**src/rtl/store_buffer_pkg.sv**
```systemverilog
// Shared types and default sizing for the posted-write store buffer.
package store_buffer_pkg;

    localparam int SB_DEPTH = 4;
    localparam int SB_AW    = 16;
    localparam int SB_DW    = 16;

    typedef struct packed {
        logic [SB_AW-1:0] addr;
        logic [SB_DW-1:0] data;
    } sb_entry_t;

endpackage

```
**src/rtl/store_buffer_fwd.sv**
```systemverilog
// Youngest-match search over the buffered stores for store-to-load forwarding.
module store_buffer_fwd
    import store_buffer_pkg::*;
#(
    parameter int DEPTH = SB_DEPTH,
    parameter int AW    = SB_AW,
    parameter int DW    = SB_DW
) (
    input  logic [DEPTH-1:0][AW-1:0]     addrs,
    input  logic [DEPTH-1:0][DW-1:0]     datas,
    input  logic [DEPTH-1:0]             valid,
    input  logic [$clog2(DEPTH)-1:0]     head,
    input  logic [AW-1:0]                lookup,
    output logic                         hit,
    output logic [DW-1:0]                data
);

    localparam int PW = $clog2(DEPTH);

    logic [PW-1:0] idx;

    // Walk oldest to youngest so the last match left standing is the youngest.
    always_comb begin
        hit  = 1'b0;
        data = '0;
        idx  = '0;
        for (int k = 0; k < DEPTH; k++) begin
            idx = head + PW'(k);
            if (valid[idx] && addrs[idx] == lookup) begin
                hit  = 1'b1;
                data = datas[idx];
            end
        end
    end

endmodule

```
**src/rtl/store_buffer.sv**
```systemverilog
// Posted-write FIFO between the core data port and memory.
// Define STORE_BUFFER_FWD_EN to build store-to-load forwarding.
module store_buffer
    import store_buffer_pkg::*;
#(
    parameter int DEPTH = SB_DEPTH,
    parameter int AW    = SB_AW,
    parameter int DW    = SB_DW
) (
    input  logic                       clk,
    input  logic                       reset,
    input  logic                       memwrite,
    input  logic [AW-1:0]              dataadr,
    input  logic [DW-1:0]              writedata,
    output logic                       stall,
    output logic                       mem_wvalid,
    input  logic                       mem_wready,
    output logic [AW-1:0]              mem_waddr,
    output logic [DW-1:0]              mem_wdata,
    output logic [$clog2(DEPTH):0]     count,
    output logic                       idle,
    output logic                       fwd_hit,
    output logic [DW-1:0]              fwd_data
);

    localparam int PW = $clog2(DEPTH);
    localparam int CW = PW + 1;

    logic [DEPTH-1:0][AW-1:0] addr_q;
    logic [DEPTH-1:0][DW-1:0] data_q;
    logic [PW-1:0]            head, tail;
    logic [CW-1:0]            cnt;
    logic                     enq, deq;

    // Full blocks enqueue regardless of a same-cycle dequeue: no ready-to-stall path.
    assign stall      = (cnt == CW'(DEPTH));
    assign mem_wvalid = (cnt != '0);
    assign mem_waddr  = addr_q[head];
    assign mem_wdata  = data_q[head];
    assign count      = cnt;
    assign idle       = (cnt == '0);
    assign enq        = memwrite && !stall;
    assign deq        = mem_wvalid && mem_wready;

    always_ff @(posedge clk) begin
        if (reset) begin
            addr_q <= '0;
            data_q <= '0;
            head   <= '0;
            tail   <= '0;
            cnt    <= '0;
        end else begin
            if (enq) begin
                addr_q[tail] <= dataadr;
                data_q[tail] <= writedata;
                tail         <= tail + 1'b1;
            end
            if (deq)
                head <= head + 1'b1;
            case ({enq, deq})
                2'b10:   cnt <= cnt + 1'b1;
                2'b01:   cnt <= cnt - 1'b1;
                default: cnt <= cnt;
            endcase
        end
    end

`ifdef STORE_BUFFER_FWD_EN
    logic [DEPTH-1:0] vmask;

    // Slot i is live when its distance from head is below the occupancy.
    always_comb begin
        vmask = '0;
        for (int i = 0; i < DEPTH; i++)
            vmask[i] = ({1'b0, PW'(i) - head} < cnt);
    end

    store_buffer_fwd #(
        .DEPTH (DEPTH),
        .AW    (AW),
        .DW    (DW)
    ) u_fwd (
        .addrs  (addr_q),
        .datas  (data_q),
        .valid  (vmask),
        .head   (head),
        .lookup (dataadr),
        .hit    (fwd_hit),
        .data   (fwd_data)
    );
`else
    assign fwd_hit  = 1'b0;
    assign fwd_data = '0;
`endif

endmodule
```
**config.mk**
```make
export PLATFORM = sky130hd
export DESIGN_NAME = store_buffer
export DESIGN_NICKNAME = d
export VERILOG_FILES = /design/src/rtl/store_buffer_pkg.sv /design/src/rtl/store_buffer_fwd.sv /design/src/rtl/store_buffer.sv
export SDC_FILE = /design/constraint.sdc
export NUM_CORES = 1
export LEC_CHECK = 0
export ABC_AREA = 1
export CELL_PAD_IN_SITES_DETAIL_PLACEMENT = 2
export CELL_PAD_IN_SITES_GLOBAL_PLACEMENT = 2
export CORE_UTILIZATION = 25
export CTS_BUF_LIST = sky130_fd_sc_hd__clkbuf_8
export CTS_CLUSTER_DIAMETER = 40
export CTS_CLUSTER_SIZE = 8
export DETAILED_ROUTE_END_ITERATION = 6
export GPL_TIMING_DRIVEN = 0
export PLACE_DENSITY = 0.7
export REMOVE_ABC_BUFFERS = 1
export SYNTH_ARGS = -nofsm -noshare
export SYNTH_HDL_FRONTEND = slang
export SYNTH_HIERARCHICAL = 1
export SYNTH_SLANG_ARGS = --single-unit
```
**constraint.sdc**
```tcl
create_clock -name clk -period 3 [get_ports clk]
set_clock_uncertainty 0.1 [all_clocks]
set_input_delay 0.75 -clock clk [delete_from_list [all_inputs] [get_ports clk]]
set_output_delay 0.75 -clock clk [all_outputs]
set_load 0.01 [all_outputs]
```
Word level (Yosys, flattened, before mapping)
Cells that the tools add are included.

Register bits after elaboration: 135. Input port bits: 36. Output and inout port bits: 55.

$add $sub $neg: 4. $lt $le $gt $ge: 3. Eq/ne operators: 3. Muxes and demuxes: 9. Reductions and logical operators: 7.

Operators with widths (count): bitwise mux 64 bit (2); binary-select mux 16 bit (select 2 bit) (2); 2-to-1 mux 16 bit (3); demux 16 bit (select 2 bit) (1); < comparator 2 x 3 -> 1 bit (second input constant) (2); case mux 3 bit (2 select lines) (1); adder 2 x 1 -> 2 bit (second input constant) (2); adder 3 x 1 -> 3 bit (second input constant) (1); equality test 3 bit (second input constant) (1); logical AND 1 bit (3); logical NOT 3 bit (1); nonzero test 3 bit (1); subtractor 3 x 1 -> 3 bit (second input constant) (1); equality test 2 x 1 -> 1 bit (second input constant) (1); equality test 2 bit (second input constant) (1); >= comparator 2 x 1 -> 1 bit (second input constant) (1); nonzero test 2 bit (1); logical NOT 1 bit (1).

Logic depth before layout (Yosys ltp)
Gate-level depths: netlist (run 1).

Word-level depth: 5. Depth in mapped cells: 13. Gate-level depth less buffers: 13.

Least setup slack after synthesis (run 1)
OpenSTA, ideal clock, no wires.

Kind: input-to-reg. From: input port memwrite. To: register cnt[2], in the netlist count[2]. Arrival time: 2017 ps. Data required time: 2787 ps. Setup slack: 770 ps. Stages: 12. Buffers on the path: 2. Cells stage by stage: buf_2 > buf_2 > nand2_1 > ha_1 > inv_1 > fa_1 > inv_1 > nand2_1 > nand3_1 > nand2_1 > nand2_1 > nor2_1.

Word-level cells in the longest chain between the ends: 3. Elaborated cells between the ends (all ways): 5. Those cells by class: eq/ne (2); mux (1); reduce/logical (2).

RTL lines: start, declared (line store_buffer.sv:12) `input logic memwrite,`; logical AND 1 bit (*) (line store_buffer.sv:42) `assign enq = memwrite && !stall;`; equality test 2 x 1 -> 1 bit / equality test 2 bit (equally long branches) (line store_buffer.sv:60) `case ({enq, deq})`; case mux 3 bit (2 select lines) / nonzero test 2 bit (equally long branches); end signal, assigned (line store_buffer.sv:61) `2'b10: cnt <= cnt + 1'b1;`; end signal, assigned (line store_buffer.sv:62) `2'b01: cnt <= cnt - 1'b1;`; end signal, assigned (line store_buffer.sv:63) `default: cnt <= cnt;`; end, declared (line store_buffer.sv:32) `logic [CW-1:0] cnt;`.

Mark *: on every way between the ends. The rest lies on a longest branch, timed or not. A chain may end at the register's enable or synchronous reset.

Worst setup path in the final report (run 1)
From: register head[0]. To: output port mem_waddr[7].

Word-level cells in the longest chain between the ends: 2.

RTL lines: start, declared (line store_buffer.sv:31) `logic [PW-1:0] head, tail;`; start signal, assigned (line store_buffer.sv:59) `head <= head + 1'b1;`; binary-select mux 16 bit (select 2 bit) (line store_buffer.sv:38) `assign mem_waddr = addr_q[head];`; 2-to-1 mux 16 bit (not written as such) (line store_buffer.sv:38); end, declared (line store_buffer.sv:18) `output logic [AW-1:0] mem_waddr,`.

No other way between the ends. The select of a mux whose other input is x is not followed.

==> results of run 1 <==
==> timing repair <==
action	4_1_cts	5_1_grt
endpoints found under the setup margin	33	14
setup buffers	19	1
gates cloned	5	1
gates resized for setup	34	14
pin swaps	8	0
==> path summary, 6_finish.rpt <==
path / end / slack, ns / depth (start not counted) / from
setup / recovery: mem_waddr[7] / 0.04 / 5 / head[0]
hold / removal: data_q[43] / 0.41 / 4 / data_q[43]
setup reg to reg: data_q[31] / 0.49 / 7 / tail[1]
hold reg to reg: data_q[43] / 0.41 / 4 / data_q[43]
==> cell usage after synthesis (5+ instances only) <==
cell type                    n  area share
sky130_fd_sc_hd__a21oi_1     5      0.0033
sky130_fd_sc_hd__buf_1      11      0.0054
sky130_fd_sc_hd__buf_2      30       0.020
sky130_fd_sc_hd__buf_4      17       0.017
sky130_fd_sc_hd__buf_6       9       0.013
sky130_fd_sc_hd__clkbuf_1   41       0.020
sky130_fd_sc_hd__dfxtp_1   135        0.35
sky130_fd_sc_hd__ha_1        5      0.0082
sky130_fd_sc_hd__inv_1     301        0.15
sky130_fd_sc_hd__nand2_1   269        0.13
sky130_fd_sc_hd__nand3_1     8      0.0052
sky130_fd_sc_hd__nand4_1   128        0.10
sky130_fd_sc_hd__nor2_1    196       0.096
sky130_fd_sc_hd__o21ai_0    67       0.044
sky130_fd_sc_hd__o22ai_1    32       0.026
==> kinds of logic (layout without fill, tap and decap cells) <==
kind of cell / Yosys count / after routing / synth area share
buffers and inverters: 410 / 441 / 0.223
DFF: 135 / 135 / 0.353
adders and majority gates: 6 / 6 / 0.0108
and+or+nand+nor: 603 / 605 / 0.340
other: 1 / 17 / 0.000489
AOI/OAI and AO/OA: 104 / 104 / 0.0732
==> state kept, by name, summed over array words and instances, names as in the netlist <==
name / cells
addr_q: 64
count: 3
data_q: 64
head: 2
tail: 2
==> metrics by stage <==
stage	setup TNS [ns]	cell area [sq um]	hold WS, ns
after floorplan	-38.02	7150	0.367
after global placement	-891.73	8370	0.393
after detailed placement	-23.03	8640	0.404
after CTS	0	9330	0.418
after global routing	-0.0663	9390	0.449
final	0	9390	0.412
==> per-layer routing <==
metal | up-vias | share of wire | track usage
li1 | 3862 | - | -
met1 | 3859 | 0.46 | 0.249
met2 | 121 | 0.49 | 0.346
met3 | 19 | 0.032 | 0.0230
met4 | 0 | 0.0097 | 0.0431
met5 | - | 0 | 0
==> report_power, final <==
group | total (mW) | internal (mW) | leakage, nW | switching (mW)
logic | 2.92 | 1.14 | 3.43 | 1.77
clock network | 1.52 | 0.715 | 0.186 | 0.801
registers | 2.16 | 1.99 | 1.10 | 0.169
==> layout make-up <==
cell class | count | area, sq um | area share
clock buffer | 20 | 275 | 0.0293
tap | 390 | 488 | 0.0520
timing repair buffer | 105 | 1240 | 0.132
sequential | 135 | 2710 | 0.289
clock inverter | 12 | 103 | 0.0109
multi-input combinational | 732 | 3400 | 0.362
timing repair inverter | 2 | 16.3 | 0.00173
inverter | 302 | 1160 | 0.123
==> worst max-delay path: cells and delay by family (launching register included) <==
family                 cells  cell delay [ns]
buffers and inverters      3             0.80
flip-flops                 1             0.53
AO/OA/AOI/OAI              2             0.31
==> flow_results.xml, run 1 <==
<?xml version="1.0" encoding="UTF-8"?>
<metrics>
  <group name="sta">
    <metric name="final-setup-viol-count" unit="">0</metric>
    <metric name="timing.final.crit_share" unit="">0.988</metric>
    <metric name="tightest_slew" unit="ns">0.941</metric>
    <metric name="normalized_max_slew_margin" unit="">0.372</metric>
    <metric name="timing.final.max_slew_violations" unit="">0</metric>
    <metric name="setup_ws" unit="ns">0.0372</metric>
    <metric name="rsz_0062_raised_after_global_routing" unit="">true</metric>
    <metric name="report.final.hold_viol_count" unit="">0</metric>
    <metric name="post-route-min-period" unit="ns">2.96</metric>
    <metric name="fmax" unit="GHz">0.338</metric>
  </group>
  <group name="place">
    <metric name="routability_driven_placement_congestion_ratio" unit="">0.674</metric>
    <metric name="dp_hpwl" unit="mm">15.4</metric>
    <metric name="preCtsSetupSlack" unit="ns">-0.812</metric>
    <metric name="port_buffers" unit="">73</metric>
    <metric name="post-place-cells" unit="">1640</metric>
  </group>
  <group name="yosys">
    <metric name="ys_seq_elements" unit="">135</metric>
    <metric name="syn_area_per_cell" unit="sq um">6.09</metric>
    <metric name="synth-edff-count" unit="">0</metric>
    <metric name="postSynthCellCount" unit="">1259</metric>
    <metric name="yosys_warning_total" unit="">6</metric>
    <metric name="synth_ff_type" unit="">sky130_fd_sc_hd__dfxtp_1</metric>
    <metric name="ys_async_sr_fraction" unit="">0</metric>
    <metric name="ys_types" unit="">20</metric>
    <metric name="syn-cell-area" unit="sq um">7660</metric>
    <metric name="synth_seq_area_share" unit="">0.353</metric>
  </group>
  <group name="grt">
    <metric name="first_global_vias" unit="">8336</metric>
    <metric name="globalRoute.totalOverflow" unit="">0</metric>
    <metric name="maximum_number_of_pins_on_one_net_before_global_route_repair" unit="">97</metric>
    <metric name="globalRouteTotalUtil" unit="">0.195</metric>
    <metric name="global_route_wire_length_before_repair" unit="mm">46.4</metric>
    <metric name="antenna_found_initial" unit="">0</metric>
  </group>
  <group name="layout">
    <metric name="insertedDiodeCount" unit="">0</metric>
    <metric name="final_layout_size_suffix_gt1_frac" unit="">0.0673</metric>
    <metric name="fin_util" unit="">0.314</metric>
    <metric name="layout.cells.most_common_list" unit="">sky130_fd_sc_hd__inv_1 (299), sky130_fd_sc_hd__nand2_1 (269), sky130_fd_sc_hd__nor2_1 (196)</metric>
    <metric name="fill_cells" unit="">3656</metric>
    <metric name="finalNetCount" unit="">1337</metric>
    <metric name="final_common_cell" unit="">sky130_fd_sc_hd__inv_1</metric>
    <metric name="syn_to_final_growth" unit="%">22.5</metric>
    <metric name="finish.cell_count_without_fillers" unit="">1698</metric>
  </group>
  <group name="clock_network">
    <metric name="clkSlewWorstSetupHoldPaths" unit="ns">0.09</metric>
    <metric name="cts_tree" unit="">built</metric>
    <metric name="cts_num_sinks" unit="">135</metric>
    <metric name="clock_tree.root_cell" unit="">sky130_fd_sc_hd__clkbuf_8</metric>
    <metric name="htree_levels" unit="">4</metric>
    <metric name="cts_buffers" unit="">17</metric>
    <metric name="clock_latency" unit="ns">0.47</metric>
    <metric name="max_clock_buf_depth" unit="">2</metric>
    <metric name="holdBufCountCts" unit="">0</metric>
  </group>
  <group name="floorplanning">
    <metric name="die_span_x" unit="um">177</metric>
    <metric name="core_region_area" unit="sq um">29900</metric>
    <metric name="num_rows" unit="">63</metric>
    <metric name="die-area" unit="sq um">31300</metric>
    <metric name="floorplan.die.height" unit="um">177</metric>
    <metric name="pin_count" unit="">91</metric>
    <metric name="initial_core_util" unit="">0.256</metric>
  </group>
  <group name="detailed_routing">
    <metric name="via_count" unit="">7861</metric>
    <metric name="final_routed_wirelength_across_all_metal_layers" unit="mm">29.6</metric>
    <metric name="post_drt_wl_per_cell" unit="um">17.4</metric>
    <metric name="post-route-drc-count" unit="">0</metric>
    <metric name="dr.pass1.iters" unit="">4</metric>
    <metric name="postRouteAntennaNets" unit="">0</metric>
    <metric name="drtIter0Drc" unit="">289</metric>
    <metric name="vias_per_cell" unit="">4.63</metric>
  </group>
  <group name="critical_path">
    <metric name="worst_ep_required_time" unit="ns">2.15</metric>
    <metric name="crit_fanout" unit="">17</metric>
    <metric name="cp_slowest_cell" unit="">sky130_fd_sc_hd__dfxtp_4</metric>
    <metric name="worst_setup_path_start_kind" unit="">register</metric>
    <metric name="critical_path_arrival" unit="ns">2.11</metric>
    <metric name="timing.critical_path.to_type" unit="">output pin</metric>
    <metric name="timing.critical_path.slowest_cell_delay" unit="ns">0.53</metric>
    <metric name="worst-setup-path-type" unit="">reg -&gt; out</metric>
    <metric name="timing.critical_path.cells" unit="">buf_4 -&gt; inv_6 -&gt; o21ai_0 -&gt; o22ai_1 -&gt; clkdlybuf4s50_1</metric>
  </group>
  <group name="pwr">
    <metric name="power.total" unit="mW">6.60</metric>
    <metric name="power-per-cell-area" unit="nW/um^2">703</metric>
    <metric name="worst_ir_drop_vdd" unit="mV">0.398</metric>
    <metric name="leakagePower" unit="nW">4.72</metric>
  </group>
  <group name="outcome">
    <metric name="status" unit="">completed</metric>
  </group>
  <group name="run">
    <metric name="timing.max_cap.violations" unit="">0</metric>
  </group>
  <group name="min_path">
    <metric name="timing.hold.worst.class" unit="">reg -&gt; reg</metric>
  </group>
</metrics>
(Power assumes the default switching activity.)
==> run 2: changes to the inputs <==
--- a/config.mk
+++ b/config.mk
@@ -8,6 +8,7 @@
 export ABC_AREA = 1
 export CELL_PAD_IN_SITES_DETAIL_PLACEMENT = 2
 export CELL_PAD_IN_SITES_GLOBAL_PLACEMENT = 2
+export CORE_MARGIN = 4
 export CORE_UTILIZATION = 25
 export CTS_BUF_LIST = sky130_fd_sc_hd__clkbuf_8
 export CTS_CLUSTER_DIAMETER = 40
@@ -16,6 +17,7 @@
 export GPL_TIMING_DRIVEN = 0
 export PLACE_DENSITY = 0.7
 export REMOVE_ABC_BUFFERS = 1
+export SLEW_MARGIN = 10
 export SYNTH_ARGS = -nofsm -noshare
 export SYNTH_HDL_FRONTEND = slang
 export SYNTH_HIERARCHICAL = 1
==> flow_results.xml, run 2 (synthesis results as in run 1) <==
<?xml version="1.0" encoding="UTF-8"?>
<metrics>
  <group name="sta">
    <metric name="fin_hold_ws" unit="ns">0.415</metric>
    <metric name="rsz_0062_raised_after_global_routing" unit="">false</metric>
    <metric name="tightest_slew" unit="ns">0.564</metric>
    <metric name="fmax" unit="GHz">0.349</metric>
    <metric name="post-route-min-period" unit="ns">2.87</metric>
    <metric name="timing.final.crit_share" unit="">0.956</metric>
    <metric name="timing.final.max_slew_violations" unit="">0</metric>
    <metric name="normalized_max_slew_margin" unit="">0.624</metric>
    <metric name="final-setup-viol-count" unit="">0</metric>
    <metric name="report.final.hold_viol_count" unit="">0</metric>
  </group>
  <group name="min_path">
    <metric name="timing.hold.worst.class" unit="">reg -&gt; reg</metric>
  </group>
  <group name="place">
    <metric name="port_buffers" unit="">73</metric>
    <metric name="dp_hpwl" unit="mm">16.5</metric>
    <metric name="routability_driven_placement_congestion_ratio" unit="">0.668</metric>
    <metric name="placed_cell_area" unit="sq um">8710</metric>
  </group>
  <group name="grt">
    <metric name="globalRouteTotalUtil" unit="">0.185</metric>
    <metric name="maximum_number_of_pins_on_one_net_before_global_route_repair" unit="">104</metric>
    <metric name="global_route_wire_length_before_repair" unit="mm">48.7</metric>
    <metric name="globalRoute.totalOverflow" unit="">0</metric>
    <metric name="antenna_found_initial" unit="">0</metric>
    <metric name="first_global_vias" unit="">8785</metric>
  </group>
  <group name="critical_path">
    <metric name="crit_fanout" unit="">21</metric>
    <metric name="worst-setup-path-type" unit="">reg -&gt; out</metric>
    <metric name="critical_path_arrival" unit="ns">2.02</metric>
    <metric name="timing.critical_path.to_type" unit="">output pin</metric>
    <metric name="worst_setup_path_start_kind" unit="">register</metric>
    <metric name="worst_ep_required_time" unit="ns">2.15</metric>
  </group>
  <group name="floorplanning">
    <metric name="core_region_area" unit="sq um">30000</metric>
    <metric name="num_rows" unit="">63</metric>
    <metric name="die-area" unit="sq um">33500</metric>
    <metric name="pin_count" unit="">91</metric>
    <metric name="initial_core_util" unit="">0.256</metric>
    <metric name="die_span_x" unit="um">183</metric>
    <metric name="floorplan.die.height" unit="um">183</metric>
  </group>
  <group name="clock_network">
    <metric name="clock_tree.root_cell" unit="">sky130_fd_sc_hd__clkbuf_8</metric>
    <metric name="clkSlewWorstSetupHoldPaths" unit="ns">0.10</metric>
    <metric name="max_clock_buf_depth" unit="">2</metric>
    <metric name="cts_tree" unit="">built</metric>
    <metric name="clock_latency" unit="ns">0.46</metric>
    <metric name="cts_num_sinks" unit="">135</metric>
    <metric name="holdBufCountCts" unit="">0</metric>
    <metric name="cts_buffers" unit="">17</metric>
    <metric name="htree_levels" unit="">4</metric>
  </group>
  <group name="layout">
    <metric name="final_layout_size_suffix_gt1_frac" unit="">0.0716</metric>
    <metric name="insertedDiodeCount" unit="">0</metric>
    <metric name="layout.cells.most_common_list" unit="">sky130_fd_sc_hd__inv_1 (301), sky130_fd_sc_hd__nand2_1 (269), sky130_fd_sc_hd__nor2_1 (196)</metric>
    <metric name="fin_util" unit="">0.320</metric>
    <metric name="final_common_cell" unit="">sky130_fd_sc_hd__inv_1</metric>
    <metric name="finalNetCount" unit="">1341</metric>
    <metric name="finish.instance_area" unit="sq um">9590</metric>
    <metric name="syn_to_final_growth" unit="%">25.2</metric>
  </group>
  <group name="detailed_routing">
    <metric name="vias_per_cell" unit="">4.69</metric>
    <metric name="drtIter0Drc" unit="">291</metric>
    <metric name="post_drt_wl_per_cell" unit="um">18.2</metric>
    <metric name="final_routed_wirelength_across_all_metal_layers" unit="mm">31.0</metric>
    <metric name="via_count" unit="">7988</metric>
    <metric name="dr.pass1.iters" unit="">4</metric>
    <metric name="postRouteAntennaNets" unit="">0</metric>
    <metric name="post-route-drc-count" unit="">0</metric>
  </group>
  <group name="pwr">
    <metric name="power-per-cell-area" unit="nW/um^2">738</metric>
    <metric name="leakagePower" unit="nW">4.89</metric>
    <metric name="worst_ir_drop_vdd" unit="mV">0.355</metric>
  </group>
  <group name="outcome">
    <metric name="status" unit="">completed</metric>
  </group>
  <group name="run">
    <metric name="timing.max_cap.violations" unit="">0</metric>
  </group>
</metrics>
==> run 2: area by class of cell <==
class,count,area [sq um]
clock buffer,17,234
clock inverter,15,235
fill,3667,20400
inverter,302,1160
multi-input combinational,732,3420
sequential,135,2710
tap,390,488
timing repair buffer,109,1310
timing repair inverter,2,27.5
==> run 2: what timing repair did <==
action	4_1_cts	5_1_grt
pin swaps	6	1
resized for setup	39	13
gates cloned	5	1
buffers inserted	20	2
setup endpoints to repair	33	15
==> run 2: routing by layer <==
metal | global-route usage | part of all wire | vias up
li1 | - | - | 3876
met1 | 0.232 | 0.45 | 3982
met2 | 0.335 | 0.50 | 106
met3 | 0.0272 | 0.030 | 24
met4 | 0.0417 | 0.016 | 0
met5 | 0 | 0 | -
==> run 2: final timing paths <==
path	start	to	slack, ns	cells after the start
min	data_q[24]	data_q[24]	0.42	4
min reg2reg	data_q[24]	data_q[24]	0.42	4
max	count[2]	stall	0.13	4
max reg2reg	tail[0]	addr_q[51]	0.53	7
==> run 2: critical path, stage by stage (launching register included) <==
cell and delay [ns]:
sky130_fd_sc_hd__dfxtp_2 0.53, sky130_fd_sc_hd__nand2_8 0.20, sky130_fd_sc_hd__buf_16 0.22, sky130_fd_sc_hd__inv_1 0.07
sky130_fd_sc_hd__clkdlybuf4s50_1 0.53
==> run 2: power breakdown <==
part	switching, mW	internal, mW
registers	0.147	1.99
clock network	0.800	1.07
logic	1.89	1.18
==> run 2: stage by stage <==
step | cells | setup TNS (ns) | setup WS, ns | power (mW)
final | 1702 | 0 | 0.131 | 7.07
after global routing | 1702 | 0 | 0.0122 | 7.56
after CTS | 1699 | 0 | 0.000495 | 7.16
after detailed placement | 1642 | -17.46 | -0.656 | 4.90
after global placement | 1630 | -891.36 | -6.07 | 4.80
after floorplan | 1167 | -38.02 | -0.476 | 3.53
==> run 3: changes to the inputs <==
--- a/config.mk
+++ b/config.mk
@@ -15,7 +15,7 @@
 export CTS_CLUSTER_SIZE = 8
 export DETAILED_ROUTE_END_ITERATION = 6
 export GPL_TIMING_DRIVEN = 0
-export PLACE_DENSITY = 0.7
+export PLACE_DENSITY = 0.68
 export REMOVE_ABC_BUFFERS = 1
 export SLEW_MARGIN = 10
 export SYNTH_ARGS = -nofsm -noshare
==> flow_results.xml, run 3 (synthesis results as in run 1) <==
<?xml version="1.0" encoding="UTF-8"?>
<metrics>
  <group name="detailed_routing">
    <metric name="dr.pass1.iters" unit="">4</metric>
    <metric name="postRouteAntennaNets" unit="">0</metric>
    <metric name="post_drt_wl_per_cell" unit="um">17.4</metric>
    <metric name="via_count" unit="">7771</metric>
    <metric name="final_routed_wirelength_across_all_metal_layers" unit="mm">29.2</metric>
    <metric name="drtIter0Drc" unit="">319</metric>
    <metric name="post-route-drc-count" unit="">0</metric>
    <metric name="vias_per_cell" unit="">4.63</metric>
  </group>
  <group name="sta">
    <metric name="rsz_0062_raised_after_global_routing" unit="">true</metric>
    <metric name="post-route-min-period" unit="ns">2.92</metric>
    <metric name="timing.final.crit_share" unit="">0.973</metric>
    <metric name="fmax" unit="GHz">0.343</metric>
    <metric name="final-setup-viol-count" unit="">0</metric>
    <metric name="timing.final.max_slew_violations" unit="">0</metric>
    <metric name="report.final.hold_viol_count" unit="">0</metric>
    <metric name="fin_hold_ws" unit="ns">0.415</metric>
    <metric name="normalized_max_slew_margin" unit="">0.518</metric>
    <metric name="tightest_slew" unit="ns">0.722</metric>
  </group>
  <group name="floorplanning">
    <metric name="floorplan.die.height" unit="um">183</metric>
    <metric name="die-area" unit="sq um">33500</metric>
    <metric name="pin_count" unit="">91</metric>
    <metric name="num_rows" unit="">63</metric>
    <metric name="core_region_area" unit="sq um">30000</metric>
    <metric name="die_span_x" unit="um">183</metric>
    <metric name="initial_core_util" unit="">0.256</metric>
  </group>
  <group name="critical_path">
    <metric name="worst-setup-path-type" unit="">reg -&gt; out</metric>
    <metric name="reg2regPathDepth" unit="">8</metric>
    <metric name="worst_setup_path_start_kind" unit="">register</metric>
    <metric name="cp_slowest_cell" unit="">sky130_fd_sc_hd__clkdlybuf4s50_1</metric>
    <metric name="timing.critical_path.slowest_cell_delay" unit="ns">0.56</metric>
    <metric name="crit_buf_inv" unit="">2</metric>
    <metric name="worstSetupPathDepth" unit="">4</metric>
    <metric name="timing.critical_path.cells" unit="">bufbuf_16 -&gt; o21ai_0 -&gt; o22ai_1 -&gt; clkdlybuf4s50_1</metric>
    <metric name="critical_path_arrival" unit="ns">2.07</metric>
    <metric name="crit_fanout" unit="">16</metric>
    <metric name="timing.critical_path.to_type" unit="">output pin</metric>
    <metric name="cell_class_contributing_the_biggest_share_of_worst_path_delay" unit="">buffers and inverters</metric>
    <metric name="worst_ep_required_time" unit="ns">2.15</metric>
  </group>
  <group name="pwr">
    <metric name="power-per-cell-area" unit="nW/um^2">706</metric>
    <metric name="internal_power_summed_over_all_cells" unit="mW">3.92</metric>
    <metric name="clockPowerShare" unit="">0.249</metric>
    <metric name="worst_ir_drop_vdd" unit="mV">0.717</metric>
    <metric name="power.combinational.fraction" unit="">0.428</metric>
    <metric name="power.switching_fraction" unit="">0.404</metric>
    <metric name="total_switching_power" unit="mW">2.66</metric>
    <metric name="power.total" unit="mW">6.58</metric>
    <metric name="leakagePower" unit="nW">4.65</metric>
    <metric name="sequentialPowerShare" unit="">0.323</metric>
  </group>
  <group name="place">
    <metric name="post-place-cells" unit="">1643</metric>
    <metric name="dp_hpwl" unit="mm">16.3</metric>
    <metric name="placed_cell_area" unit="sq um">8720</metric>
    <metric name="routability_driven_placement_congestion_ratio" unit="">0.698</metric>
    <metric name="port_buffers" unit="">73</metric>
  </group>
  <group name="grt">
    <metric name="globalRouteTotalUtil" unit="">0.174</metric>
    <metric name="global_route_wire_length_before_repair" unit="mm">45.9</metric>
    <metric name="globalRoute.totalOverflow" unit="">0</metric>
    <metric name="antenna_found_initial" unit="">0</metric>
    <metric name="first_global_vias" unit="">8296</metric>
    <metric name="maximum_number_of_pins_on_one_net_before_global_route_repair" unit="">109</metric>
  </group>
  <group name="min_path">
    <metric name="hold_depth" unit="">4</metric>
    <metric name="timing.hold.worst.class" unit="">reg -&gt; reg</metric>
  </group>
  <group name="layout">
    <metric name="insertedDiodeCount" unit="">0</metric>
    <metric name="final_common_cell" unit="">sky130_fd_sc_hd__inv_1</metric>
    <metric name="layout.cells.most_common_list" unit="">sky130_fd_sc_hd__inv_1 (301), sky130_fd_sc_hd__nand2_1 (269), sky130_fd_sc_hd__nor2_1 (196)</metric>
    <metric name="fin_util" unit="">0.311</metric>
    <metric name="finish.cell_count_without_fillers" unit="">1680</metric>
    <metric name="finalNetCount" unit="">1319</metric>
    <metric name="finish.instance_area" unit="sq um">9310</metric>
    <metric name="syn_to_final_growth" unit="%">21.6</metric>
    <metric name="fill_cells" unit="">3667</metric>
    <metric name="final_layout_size_suffix_gt1_frac" unit="">0.0527</metric>
  </group>
  <group name="clock_network">
    <metric name="clkSlewWorstSetupHoldPaths" unit="ns">0.09</metric>
    <metric name="htree_levels" unit="">4</metric>
    <metric name="cts_num_sinks" unit="">135</metric>
    <metric name="max_clock_buf_depth" unit="">2</metric>
    <metric name="clock_tree.root_cell" unit="">sky130_fd_sc_hd__clkbuf_8</metric>
    <metric name="clock_latency" unit="ns">0.46</metric>
    <metric name="cts_buffers" unit="">17</metric>
    <metric name="cts_tree" unit="">built</metric>
  </group>
  <group name="run">
    <metric name="timing.max_cap.violations" unit="">0</metric>
  </group>
  <group name="outcome">
    <metric name="status" unit="">completed</metric>
  </group>
</metrics>
-- run 3: power groups by stage --
stage	sequential [mW]	combinational (mW)	clock (mW)
2_1_floorplan	2.17	1.35	0
3_3_place_gp	2.26	2.55	0
3_5_place_dp	2.16	2.76	0
4_1_cts	2.12	2.91	1.69
5_1_grt	2.15	3.16	1.77
6_report	2.12	2.82	1.64
-- run 3: worst paths after layout --
kind         startpoint       endpoint  slack, ns
max reg2reg    count[1]     data_q[63]       0.35
max             head[0]  mem_wdata[13]       0.08
min reg2reg  data_q[45]     data_q[45]       0.41
min          data_q[45]     data_q[45]       0.41
-- run 3: stage by stage --
stage | setup WS, ns | setup TNS [ns]
floorplan | -0.476 | -38.02
global placement | -6.14 | -917.84
detailed placement | -0.254 | -3.78
CTS | 0.00236 | 0
global route | -0.0461 | -0.166
finish | 0.0803 | 0
-- run 3: cell type report --
cell class              instances  area (sq um)  area share
repair inverters                1          20.0     0.00215
clock buffers                  18           248      0.0266
repair buffers                 90          1140       0.123
inverters                     302          1170       0.126
multi-input cells             730          3370       0.362
flip-flops and latches        135          2710       0.291
well taps                     390           488      0.0524
clock inverters                14           159      0.0171
-- run 3: worst min-delay path, cell delays in order (launching register included) --
cell and delay, ns:
sky130_fd_sc_hd__dfxtp_1 0.32, sky130_fd_sc_hd__inv_1 0.04, sky130_fd_sc_hd__nand2_1 0.04, sky130_fd_sc_hd__inv_1 0.04, sky130_fd_sc_hd__nor2_1 0.03
-- run 3: per-layer routing --
| metal | share of wire | global-route usage | up-vias |
|---|---|---|---|
| met5 | 0 | 0 | - |
| met4 | 0.012 | 0.0390 | 0 |
| met3 | 0.025 | 0.0256 | 25 |
| met2 | 0.49 | 0.310 | 95 |
| met1 | 0.47 | 0.224 | 3827 |
| li1 | - | - | 3824 |
-- run 3: timing repair --
action / in CTS / in global routing
setup buffers: 1 / 0
endpoints found under the setup margin: 32 / 16
pin swaps: 6 / 1
resized for setup: 31 / 10
hold buffers: 0 / 0
cloned: 4 / 0
